**src/rtl/lsu_mem_ctrl.sv**
```systemverilog
// Load/store controller: registers one request, issues a single 8-byte-aligned
// memory access, then returns the lane-extracted and extended load result.
module lsu_mem_ctrl (
  input  logic        clk,
  input  logic        rst,
  input  logic        req_valid,
  output logic        req_ready,
  input  logic        req_wen,
  input  logic [63:0] req_addr,
  input  logic [63:0] req_wdata,
  input  logic [1:0]  req_size,
  input  logic        req_unsigned,
  output logic        men,
  output logic        mwen,
  output logic [63:0] raddr,
  output logic [63:0] waddr,
  output logic [63:0] wdata,
  output logic [7:0]  wmask,
  input  logic [63:0] rdata,
  output logic        resp_valid,
  input  logic        resp_ready,
  output logic [63:0] resp_rdata,
  output logic        resp_misalign
);

  typedef enum logic [1:0] {IDLE, ACCESS, RESP} state_t;

  state_t      state, state_next;
  logic        wen_q, unsigned_q, misalign_q;
  logic [1:0]  size_q;
  logic [63:0] addr_q, wdata_q, result_q;
  logic [2:0]  off;
  logic [63:0] aligned_addr, shifted, load_ext;
  logic [7:0]  store_mask;
  logic        req_misalign;

  assign off          = addr_q[2:0];
  assign aligned_addr = {addr_q[63:3], 3'b000};

  // Alignment is judged on the live request so the first state transition can skip memory.
  always_comb begin
    case (req_size)
      2'd0:    req_misalign = 1'b0;
      2'd1:    req_misalign = req_addr[0];
      2'd2:    req_misalign = |req_addr[1:0];
      default: req_misalign = |req_addr[2:0];
    endcase
  end

  always_comb begin
    shifted = rdata >> {off, 3'b000};
    case (size_q)
      2'd0:    load_ext = unsigned_q ? {56'd0, shifted[7:0]}  : {{56{shifted[7]}}, shifted[7:0]};
      2'd1:    load_ext = unsigned_q ? {48'd0, shifted[15:0]} : {{48{shifted[15]}}, shifted[15:0]};
      2'd2:    load_ext = unsigned_q ? {32'd0, shifted[31:0]} : {{32{shifted[31]}}, shifted[31:0]};
      default: load_ext = shifted;
    endcase
  end

  always_comb begin
    case (size_q)
      2'd0:    store_mask = 8'h01 << off;
      2'd1:    store_mask = 8'h03 << off;
      2'd2:    store_mask = 8'h0F << off;
      default: store_mask = 8'hFF;
    endcase
  end

  always_ff @(posedge clk) begin
    if (rst) state <= IDLE;
    else     state <= state_next;
  end

  always_ff @(posedge clk) begin
    if (rst) begin
      wen_q      <= 1'b0;
      unsigned_q <= 1'b0;
      misalign_q <= 1'b0;
      size_q     <= 2'd0;
      addr_q     <= 64'd0;
      wdata_q    <= 64'd0;
      result_q   <= 64'd0;
    end else begin
      if (state == IDLE && req_valid) begin
        wen_q      <= req_wen;
        unsigned_q <= req_unsigned;
        misalign_q <= req_misalign;
        size_q     <= req_size;
        addr_q     <= req_addr;
        wdata_q    <= req_wdata;
        result_q   <= 64'd0;
      end
      // Read data is only valid during the access cycle, so capture it here.
      if (state == ACCESS && !wen_q) result_q <= load_ext;
    end
  end

  always_comb begin
    state_next    = state;
    req_ready     = 1'b0;
    men           = 1'b0;
    mwen          = 1'b0;
    raddr         = 64'd0;
    waddr         = 64'd0;
    wdata         = 64'd0;
    wmask         = 8'd0;
    resp_valid    = 1'b0;
    resp_rdata    = 64'd0;
    resp_misalign = 1'b0;
    case (state)
      IDLE: begin
        req_ready = 1'b1;
        if (req_valid) state_next = req_misalign ? RESP : ACCESS;
      end
      ACCESS: begin
        men   = 1'b1;
        raddr = aligned_addr;
        waddr = aligned_addr;
        if (wen_q) begin
          mwen  = 1'b1;
          wmask = store_mask;
          wdata = wdata_q << {off, 3'b000};
        end
        state_next = RESP;
      end
      RESP: begin
        resp_valid    = 1'b1;
        resp_rdata    = result_q;
        resp_misalign = misalign_q;
        if (resp_ready) state_next = IDLE;
      end
      default: state_next = IDLE;
    endcase
  end

endmodule

```
**config.mk**
```make
export PLATFORM = sky130hd
export DESIGN_NAME = lsu_mem_ctrl
export DESIGN_NICKNAME = d
export VERILOG_FILES = /design/src/rtl/lsu_mem_ctrl.sv
export SDC_FILE = /design/constraint.sdc
export NUM_CORES = 1
export LEC_CHECK = 0
export CORE_AREA = 2 2 182 184
export CTS_BUF_LIST = sky130_fd_sc_hd__clkbuf_4 sky130_fd_sc_hd__clkbuf_8 sky130_fd_sc_hd__clkbuf_16
export DETAILED_ROUTE_END_ITERATION = 16
export DIE_AREA = 0 0 184 186
export PLACE_DENSITY_LB_ADDON = 0.15
export RECOVER_POWER = 50
export SYNTH_ARGS = -nofsm -noshare
export SYNTH_HDL_FRONTEND = slang
export SYNTH_SLANG_ARGS = --single-unit
```
**constraint.sdc**
```tcl
create_clock -name clk -period 2.1 [get_ports clk]
set_input_delay 0.42 -clock clk [delete_from_list [all_inputs] [get_ports clk]]
set_output_delay 0.42 -clock clk [all_outputs]
set_load 0.05 [all_outputs]
```
**After elaboration in Yosys (flattened, before gate mapping)**

Index checks and enable logic that the tools add are counted.

- Shifts and indexed selects: 5
- Mux-type cells: 24
- Equality and inequality tests: 8
- Reduce and logical (&&, ||, !) cells: 10

Operator list:

| kind | count |
|---|---|
| 64-bit 2-to-1 mux | 9 |
| 64-bit case mux with 3 select lines | 1 |
| 64-bit by 6-bit << shifter with 64-bit output | 1 |
| 64-bit by 6-bit >> shifter with 64-bit output | 1 |
| 8-bit case mux with 3 select lines | 1 |
| 8-bit 2-to-1 mux | 2 |
| 1-bit by 3-bit << shifter with 8-bit output (first input constant) | 1 |
| 2-bit by 3-bit << shifter with 8-bit output (first input constant) | 1 |
| 4-bit by 3-bit << shifter with 8-bit output (first input constant) | 1 |
| 2-bit by 1-bit == test with 1-bit output (second input constant) | 3 |
| 2-bit == test (second input constant) | 3 |
| 2-bit logical NOT | 3 |
| 1-bit 2-to-1 mux | 6 |
| 2-bit 2-to-1 mux | 3 |
| 2-bit case mux with 3 select lines | 1 |
| 2-bit != test (second input constant) | 2 |
| 1-bit case mux with 3 select lines | 1 |
| 3-bit OR reduction | 1 |
| 1-bit logical AND | 2 |
| 2-bit AND reduction | 1 |
| 2-bit nonzero test | 1 |
| 2-bit OR reduction | 1 |
| 1-bit logical NOT | 1 |

- Output and inout bits: 269
- Word-level logic and storage cells: 55
- Input port bits: 200
- Register bits: 199

**Depth between registers and ports, before layout**

Gate-level depths: netlist (run 1).

- Depth in word-level cells: 5
- Gate-level depth with buffers: 10
- Depth with buffers taken out: 7

**Worst setup path after synthesis (run 1)**

No wires, ideal clock.

- Path type: register to output
- From: register addr_q[0]
- To: output wmask[5]
- Cell stages (with the launch flop): 10
- Data required time: 1680 ps
- Path slack: -661 ps
- Path buffers: 7
- Data arrival time: 2341 ps
- Path through: dfxtp_1 -> buf_6 -> buf_6 -> buf_8 -> buf_8 -> buf_6 -> buf_6 -> buf_4 -> o21ai_0 -> a31oi_1

- Word-level cells in the longest chain between the ends: 4
- Elaborated cells between the ends (all ways): 6
- Classes of those cells: 3 x shift; 3 x mux

RTL lines:

| element | RTL line | source |
|---|---|---|
| from (decl) | 31 | `logic [63:0] addr_q, wdata_q, result_q;` |
| from (signal assigned) | 89 | `addr_q <= req_addr;` |
| 4-bit by 3-bit << shifter with 8-bit output, or another cell as far along | 64 | `2'd2: store_mask = 8'h0F << off;` |
| 8-bit case mux with 3 select lines (*) | 61 | `case (size_q)` |
| 8-bit 2-to-1 mux (*) | 119 | `if (wen_q) begin` |
| 8-bit 2-to-1 mux (*) | 110 | `case (state)` |
| to (decl) | 18 | `output logic [7:0] wmask,` |

Every way passes the cells marked *; elsewhere a longest branch is shown, timed or not.

**Final worst setup path (run 1)**

- From: register addr_q[0]
- To: output wdata[57]

- Word-level cells in the longest chain between the ends: 3

RTL lines:

| element | RTL line | source |
|---|---|---|
| 64-bit by 6-bit << shifter with 64-bit output | 122 | `wdata = wdata_q << {off, 3'b000};` |
| 64-bit 2-to-1 mux | 119 |  |
| 64-bit 2-to-1 mux | 110 |  |
| to (decl) | 17 | `output logic [63:0] wdata,` |

No other way between the ends.

==> summary.txt, run 1 <==
Status -> complete, but fails checks
Violated checks -> negative setup slack
Placed cells -> 2,357
IO Pins -> 469
Starting Density -> 0.383
Chip height -> 186 um
Routed length per instance -> 23.5 um
Area grow syn2layout -> 95.0%
Area occupied by multi-input gates -> 8800 um2
Fmax -> 0.400 GHz
Final Core Density -> 0.746
Synth area leaders -> dfxtp_1 32%, nand2_1 11%, and2_1 8.0%
Synthesized flop and latch total -> 199
IO Port Bufs -> 462
Htree depth -> 4
WP data required -> 1.68 ns
Worst Hold Depth -> 2
Share of the synthesized area in the top cell type -> 0.323
Cell area power density -> 475 nW/um2
Fillers -> 2,220
Combinational power share -> 0.325
Hold_buf cts -> 0
Post-synth ARST share -> 0
Mux share of post-synthesis cell area -> 0.166
Compound-gate portion of the synthesized area -> 0.175
DRT Wirelength -> 58,900 um
P_leak -> 9.17 nW
Initial antenna violation count -> 7
Worst Setup EP -> wdata[57]
Flop pwr share -> 0.368
Combinational family with the most area after synthesis -> simple AND/OR/NAND/NOR gates
Int Power -> 7.49 mW
Yosys warns -> 0
Adder-Cell Fraction of Synth Area -> 0.00609
DRT iter0 DRCs -> 1,239
CP Launch Type -> flop
GRT Total Usage -> 0.331
CP Class -> flop to output pin
Post-route minimum period -> 2.50 ns
Mapped Area -> 12,300 um2
Max Buffers Root-to-Sink -> 2
Finished Layout Cells -> 2,506
First-pass GRT wire length -> 85,200 um
Worst r2r dst -> result_q[62]
Vias in the first global route -> 14.0k
Sw frac -> 0.343
CTS Buf Count -> 17
Final layout net count -> 2,285
Reg2reg setup slack -> -0.39 ns
ANT nets after route -> 0
Iteration count of the initial detailed-routing pass -> 6
Commonest register cell after synthesis -> dfxtp_1
Clock root buffer -> clkbuf_16
Avg Cell Area, Syn -> 7.93 um2
Sw Pwr -> 3.92 mW
Vias/cell -> 5.63
FF-to-FF Start -> addr_q[1]
Worst-Margin Slew -> 0.750 ns
Max_cap viols -> 0
Fin. Hold Viols -> 0
Peak supply drop -> 554 uV
Clock power share -> 0.307
Most common library cells after synthesis -> 363 x nand2_1, 199 x dfxtp_1, 168 x a21oi_1
RePlAce Congestion -> 0.918
Crit. Startpoint -> addr_q[0]
Simple-gate portion of the synthesized area -> 0.234
Yosys cell types -> 56
XOR/XNOR Fraction of Synth Area -> 0
HPWL after DPL -> 39,700 um
Unrepaired setup endpoints after global routing -> yes
Pin count of the biggest net entering global routing -> 144
CTS sink cnt -> 199
Die width -> 184 um
Max-slew headroom -> 0.500
Seq/Total Area, Yosys -> 0.323
Worst r2r path cells -> 10
Hold crit path type -> input port to flop
Final Skew -> 0.0222 ns
FP Rows -> 66
Setup tns final -> -57.25 ns
Synthesized instance count -> 1,554
Remaining DRCs -> 0
Arr. time, crit path -> 2.08 ns
Via count -> 14.1k
Worst skew pair latency -> 0.46 ns
Die ar. -> 34,200 um2
Yosys top cell by area -> dfxtp_1
Critical Path End Type -> output pin
Register Area -> 4000 um2
Final setup margin -> -0.403 ns
TritonCTS clock tree -> built
Core area -> 32,200 um2
Max FO, Critical Path -> 18
Final setup vio count -> 334
Slew Viols, Final -> 0
Period utilization -> 1.19
Post-synth EDFFs -> 0
Total grt overflow -> 0
Layout cells sized above 1 -> 0.456
Clk slew on worst S/H paths -> 0.08 ns
Setup WS pre-CTS -> -0.287 ns
Most frequent cell after synthesis -> nand2_1
power by group through the flow:
stage	Sequential (mW)	Clock (mW)	Combinational, mW
global placement	4.25	0	2.80
floorplan	4.17	0	1.65
CTS	4.18	3.53	3.57
global route	4.21	3.68	3.89
finish	4.19	3.51	3.71
detailed placement	4.26	0	2.84
sequential cells by signal, summed over array words and instances, names as in the netlist:
name and cells:
state 2, misalign_q 1, wdata_q 64, unsigned_q 1, addr_q 64, size_q 2
wen_q 1, result_q 64
routing by layer:
metal | wire length (um) | vias up | GRT usage
li1 | - | 6311 | -
met2 | 29000 | 805 | 0.574
met3 | 4880 | 172 | 0.0657
met4 | 3080 | 0 | 0.164
met1 | 21800 | 6823 | 0.391
met5 | 0 | - | 0
critical path, stage by stage, from the launching register on:
cell and delay, ns:
dfxtp_4 0.46, buf_12 0.21, mux2_2 0.36, nand2_1 0.06, o21ai_1 0.10, mux2i_2 0.22
nor2_4 0.07, buf_12 0.15
kinds of logic after synthesis:
kind of cell / Yosys count
buffers and inverters: 209
adder cells (fa/ha/maj): 6
multiplexers: 146
other: 1
flip-flops: 199
AO/OA/AOI/OAI: 356
AND/OR/NAND/NOR: 637
worst min-delay path by stage:
stage / start / endpoint / slack (ns)
detailed placement: result_q[34] / result_q[34] / 0.44
global placement: result_q[35] / result_q[35] / 0.43
CTS: rst / result_q[16] / 0.22
finish: rst / result_q[18] / 0.24
global route: rst / result_q[18] / 0.23
floorplan: result_q[47] / result_q[47] / 0.42
cells in the final DEF, fill, tap and decap left out, types with 8 or more instances in the layout:
| cell | count |
|---|---|
| o21ai_1 | 12 |
| o21ai_0 | 38 |
| buf_6 | 41 |
| buf_4 | 134 |
| nor2b_4 | 8 |
| buf_16 | 14 |
| and2_4 | 149 |
| mux2i_2 | 10 |
| dfxtp_1 | 193 |
| a211o_1 | 8 |
| a221o_1 | 15 |
| o21ai_2 | 29 |
| a21oi_1 | 150 |
| a22oi_1 | 25 |
| mux2i_4 | 12 |
| mux2_2 | 19 |
| nor2_1 | 34 |
| buf_12 | 296 |
| mux2i_1 | 55 |
| clkdlybuf4s50_1 | 198 |
| nor2_4 | 48 |
| nand2_1 | 356 |
| o22ai_1 | 9 |
| mux4_2 | 43 |
| clkbuf_16 | 19 |
| a21oi_2 | 13 |
metrics by stage:
step / cell area [um2] / hold WS, ns / total power [mW]
detailed placement: 20900 / 0.436 / 7.10
CTS: 23800 / 0.224 / 11.3
finish: 24000 / 0.235 / 11.4
floorplan: 13000 / 0.417 / 5.82
global placement: 20900 / 0.432 / 7.05
global route: 24000 / 0.228 / 11.8
cell type report:
class	count	share of cell area
Antenna cell	6	0.000625
Clock buffer	18	0.0180
Clock inverter	14	0.00792
Inverter	11	0.00224
Multi-Input combinational cell	1153	0.366
Sequential cell	199	0.166
Tap cell	408	0.0212
Timing Repair Buffer	697	0.417
timing repair:
item | 4_1_cts | 5_1_grt
endpoints found under the setup margin | 281 | 324
pin swaps | 122 | 43
resized for setup | 356 | 97
hold endpoints to repair | 0 | 0
cloned | 25 | 4
setup buffers | 76 | 24
Power figures use the tool's default switching activity.
==> run 2: changes to the inputs <==
--- a/config.mk
+++ b/config.mk
@@ -9,6 +9,7 @@
 export CTS_BUF_LIST = sky130_fd_sc_hd__clkbuf_4 sky130_fd_sc_hd__clkbuf_8 sky130_fd_sc_hd__clkbuf_16
 export DETAILED_ROUTE_END_ITERATION = 16
 export DIE_AREA = 0 0 184 186
+export MAX_ROUTING_LAYER = met4
 export PLACE_DENSITY_LB_ADDON = 0.15
 export RECOVER_POWER = 50
 export SYNTH_ARGS = -nofsm -noshare
==> run 2 against run 1 <==
Compared with the run above: the flow still finishes with violations (negative setup slack); via count rose by 1.6%; non-clock buffer count fell by 4; critical path depth rose by 2; register-to-register slack improved by 0.11 ns; clock skew fell by 0.0063 ns; largest power group unchanged.
==> summary.txt, run 2 (synthesized netlist as in run 1, its figures left out) <==
Arr. time, crit path -> 2.19 ns (+0.11 ns)
Routed length per instance -> 24.5 um (+4.5%)
DRT Wirelength -> 61,400 um (+4.3%)
Setup tns final -> -43.87 ns (+13.39 ns)
Final setup vio count -> 220 (-34%)
Layout cells sized above 1 -> 0.466 (+0.00997)
Clk slew on worst S/H paths -> 0.08 ns (about the same)
Worst Hold Depth -> 2 (unchanged)
Reg2reg setup slack -> -0.28 ns (+0.11 ns)
Worst r2r path cells -> 11 (+1)
WP data required -> 1.68 ns (about the same)
Peak supply drop -> 566 uV (+2.3%)
HPWL after DPL -> 39,700 um (+0.22%)
Worst skew pair latency -> 0.45 ns (about the same)
IO Port Bufs -> 462 (unchanged)
CTS sink cnt -> 199 (unchanged)
Slowest stage delay, CP -> 0.40 ns (-0.06 ns)
Fmax -> 0.383 GHz (-4.2%)
FP Rows -> 66 (unchanged)
Setup WS pre-CTS -> -0.285 ns (+0.00201 ns)
Clock root buffer -> clkbuf_16
Pin count of the biggest net entering global routing -> 144 (unchanged)
Starting Density -> 0.383 (unchanged)
Initial antenna violation count -> 5 (-2)
Max-slew headroom -> 0.261 (-0.239)
Worst r2r dst -> result_q[59]
Vias/cell -> 5.73 (+1.8%)
Vias in the first global route -> 14.0k (+0.14%)
RePlAce Congestion -> 0.955 (+4.0%)
Critical Path End Type -> output pin
Min-Delay Endpoint -> result_q[16]
GRT Total Usage -> 0.346 (+0.0147)
Unrepaired setup endpoints after global routing -> yes
Final layout net count -> 2,281 (-0.18%)
TritonCTS clock tree -> built
IO Pins -> 469 (unchanged)
WP buf/inv -> 5 (+3)
Fillers -> 2,110 (-5.0%)
Area grow syn2layout -> 98.6%
CTS Buf Count -> 17 (unchanged)
Total grt overflow -> 0 (unchanged)
CP Class -> flop to output pin
Via count -> 14.3k (+1.6%)
Violated checks -> negative setup slack
Max_cap viols -> 0 (unchanged)
Largest regs -> addr_q x64, result_q x64, wdata_q x64
Delay-heaviest family, CP -> buffers and inverters
Max Buffers Root-to-Sink -> 2 (unchanged)
Hold crit path type -> input port to flop
Chip height -> 186 um (unchanged)
Commonest non-fill, non-tap cell in the layout -> nand2_1
CP Launch Type -> flop
Fin. Hold Viols -> 0 (unchanged)
Status -> complete, but fails checks
Htree depth -> 4 (unchanged)
P_leak -> 9.32 nW (+1.6%)
Die ar. -> 34,200 um2 (unchanged)
Period utilization -> 1.24 (+0.0524)
CP max stage cell -> dfxtp_4
Hold_buf cts -> 0 (unchanged)
DRT iter0 DRCs -> 1,348 (+8.8%)
Post-route minimum period -> 2.61 ns (+0.110 ns)
Critical Path Stages -> 9 (+2)
Overall Power -> 11.6 mW (+1.7%)
Cell area power density -> 474 nW/um2 (-0.15%)
Slew Viols, Final -> 0 (unchanged)
Final Core Density -> 0.760 (+0.0136)
Remaining DRCs -> 0 (unchanged)
Final setup margin -> -0.513 ns (-0.110 ns)
FF-to-FF Start -> addr_q[0]
Iteration count of the initial detailed-routing pass -> 6 (unchanged)
Crit path cell chain -> buf_6 > clkbuf_16 > buf_4 > inv_8 > nor2_1 > a21oi_2 > o22a_1 > nor2_4 > buf_12
Min-delay src -> rst
Worst-Margin Slew -> 1.10 ns (+0.354 ns)
ANT nets after route -> 0 (unchanged)
Die width -> 184 um (unchanged)
Commonest non-fill, non-tap cells in the layout -> 350 x nand2_1, 296 x buf_12, 198 x clkdlybuf4s50_1
First-pass GRT wire length -> 86,500 um (+1.5%)
Final Skew -> 0.0159 ns (-0.00635 ns)
Max FO, Critical Path -> 7 (-11)
Core area -> 32,200 um2 (unchanged)
-- run 2: cell types whose count changed in the layout (fill, tap and decap cells not counted), moves of 5 or more --
cell	before	now
buf_4	134	122
a21oi_4	5	16
mux2i_4	12	22
a21oi_2	13	4
o21ai_1	12	3
o21ai_4	1	8
clkbuf_16	19	25
mux2i_1	55	49
nand2_1	356	350
and2_4	149	144
buf_8	7	12
-- run 2: power breakdown --
group	internal [mW]	total (mW)	switching [mW]
sequential	3.98	4.21	0.228
clock	1.65	3.48	1.83
combinational	1.93	3.90	1.97
total	7.57	11.6	4.03
-- run 2: cell type report --
class,instances,area (um2),area share
repair buffers,693,10100,0.415
inverters,11,58.8,0.00240
diodes,5,12.5,0.000511
clock buffers,18,439,0.0180
multi-input cells,1153,9130,0.373
well taps,408,510,0.0209
clock inverters,14,173,0.00706
flip-flops and latches,199,4000,0.163
-- run 2: how the worst max path moves through the flow --
stage | start | end | slack (ns)
3_5_place_dp | rdata[39] | result_q[43] | -0.28
6_report | addr_q[0] | wdata[37] | -0.51
5_1_grt | addr_q[0] | wdata[37] | -0.53
2_1_floorplan | addr_q[0] | wdata[48] | -0.13
4_1_cts | addr_q[0] | wdata[61] | -0.40
3_3_place_gp | rdata[39] | result_q[39] | -0.24
-- run 2: metal layers --
metal	vias up	track usage	share of wire
met5	-	-	0
met4	0	0.166	0.057
met3	224	0.0687	0.086
met2	841	0.580	0.49
met1	6980	0.398	0.36
li1	6297	-	-
-- run 2: what timing repair did --
action	CTS	global route
resized for setup	380	139
cloned	22	10
pin swaps	71	102
setup endpoints to repair	284	322
setup buffers	63	27
-- run 2: through the flow --
stage	std cells	cell area [um2]	hold slack [ns]
final	2501	24500	0.236
after global routing	2501	24500	0.228
after CTS	2468	23600	0.236
after detailed placement	2351	20900	0.434
after global placement	2351	20900	0.433
after floorplan	1559	13000	0.417
-- run 2: worst register-to-register path, cell delays in order, from the launching register on --
cell       delay, ns
dfxtp_4         0.40
buf_6           0.15
clkbuf_16       0.16
buf_6           0.11
nor2_4          0.05
buf_4           0.15
a22o_1          0.22
a221o_1         0.38
nor3_4          0.22
buf_12          0.16
clkbuf_16       0.18
o31ai_4         0.06
==> run 3: changes to the inputs <==
--- a/config.mk
+++ b/config.mk
@@ -5,6 +5,7 @@
 export SDC_FILE = /design/constraint.sdc
 export NUM_CORES = 1
 export LEC_CHECK = 0
+export ABC_AREA = 0
 export CORE_AREA = 2 2 182 184
 export CTS_BUF_LIST = sky130_fd_sc_hd__clkbuf_4 sky130_fd_sc_hd__clkbuf_8 sky130_fd_sc_hd__clkbuf_16
 export DETAILED_ROUTE_END_ITERATION = 16
==> results of run 3 <==
Final layout, timing and power as in run 2 (identical DEF).
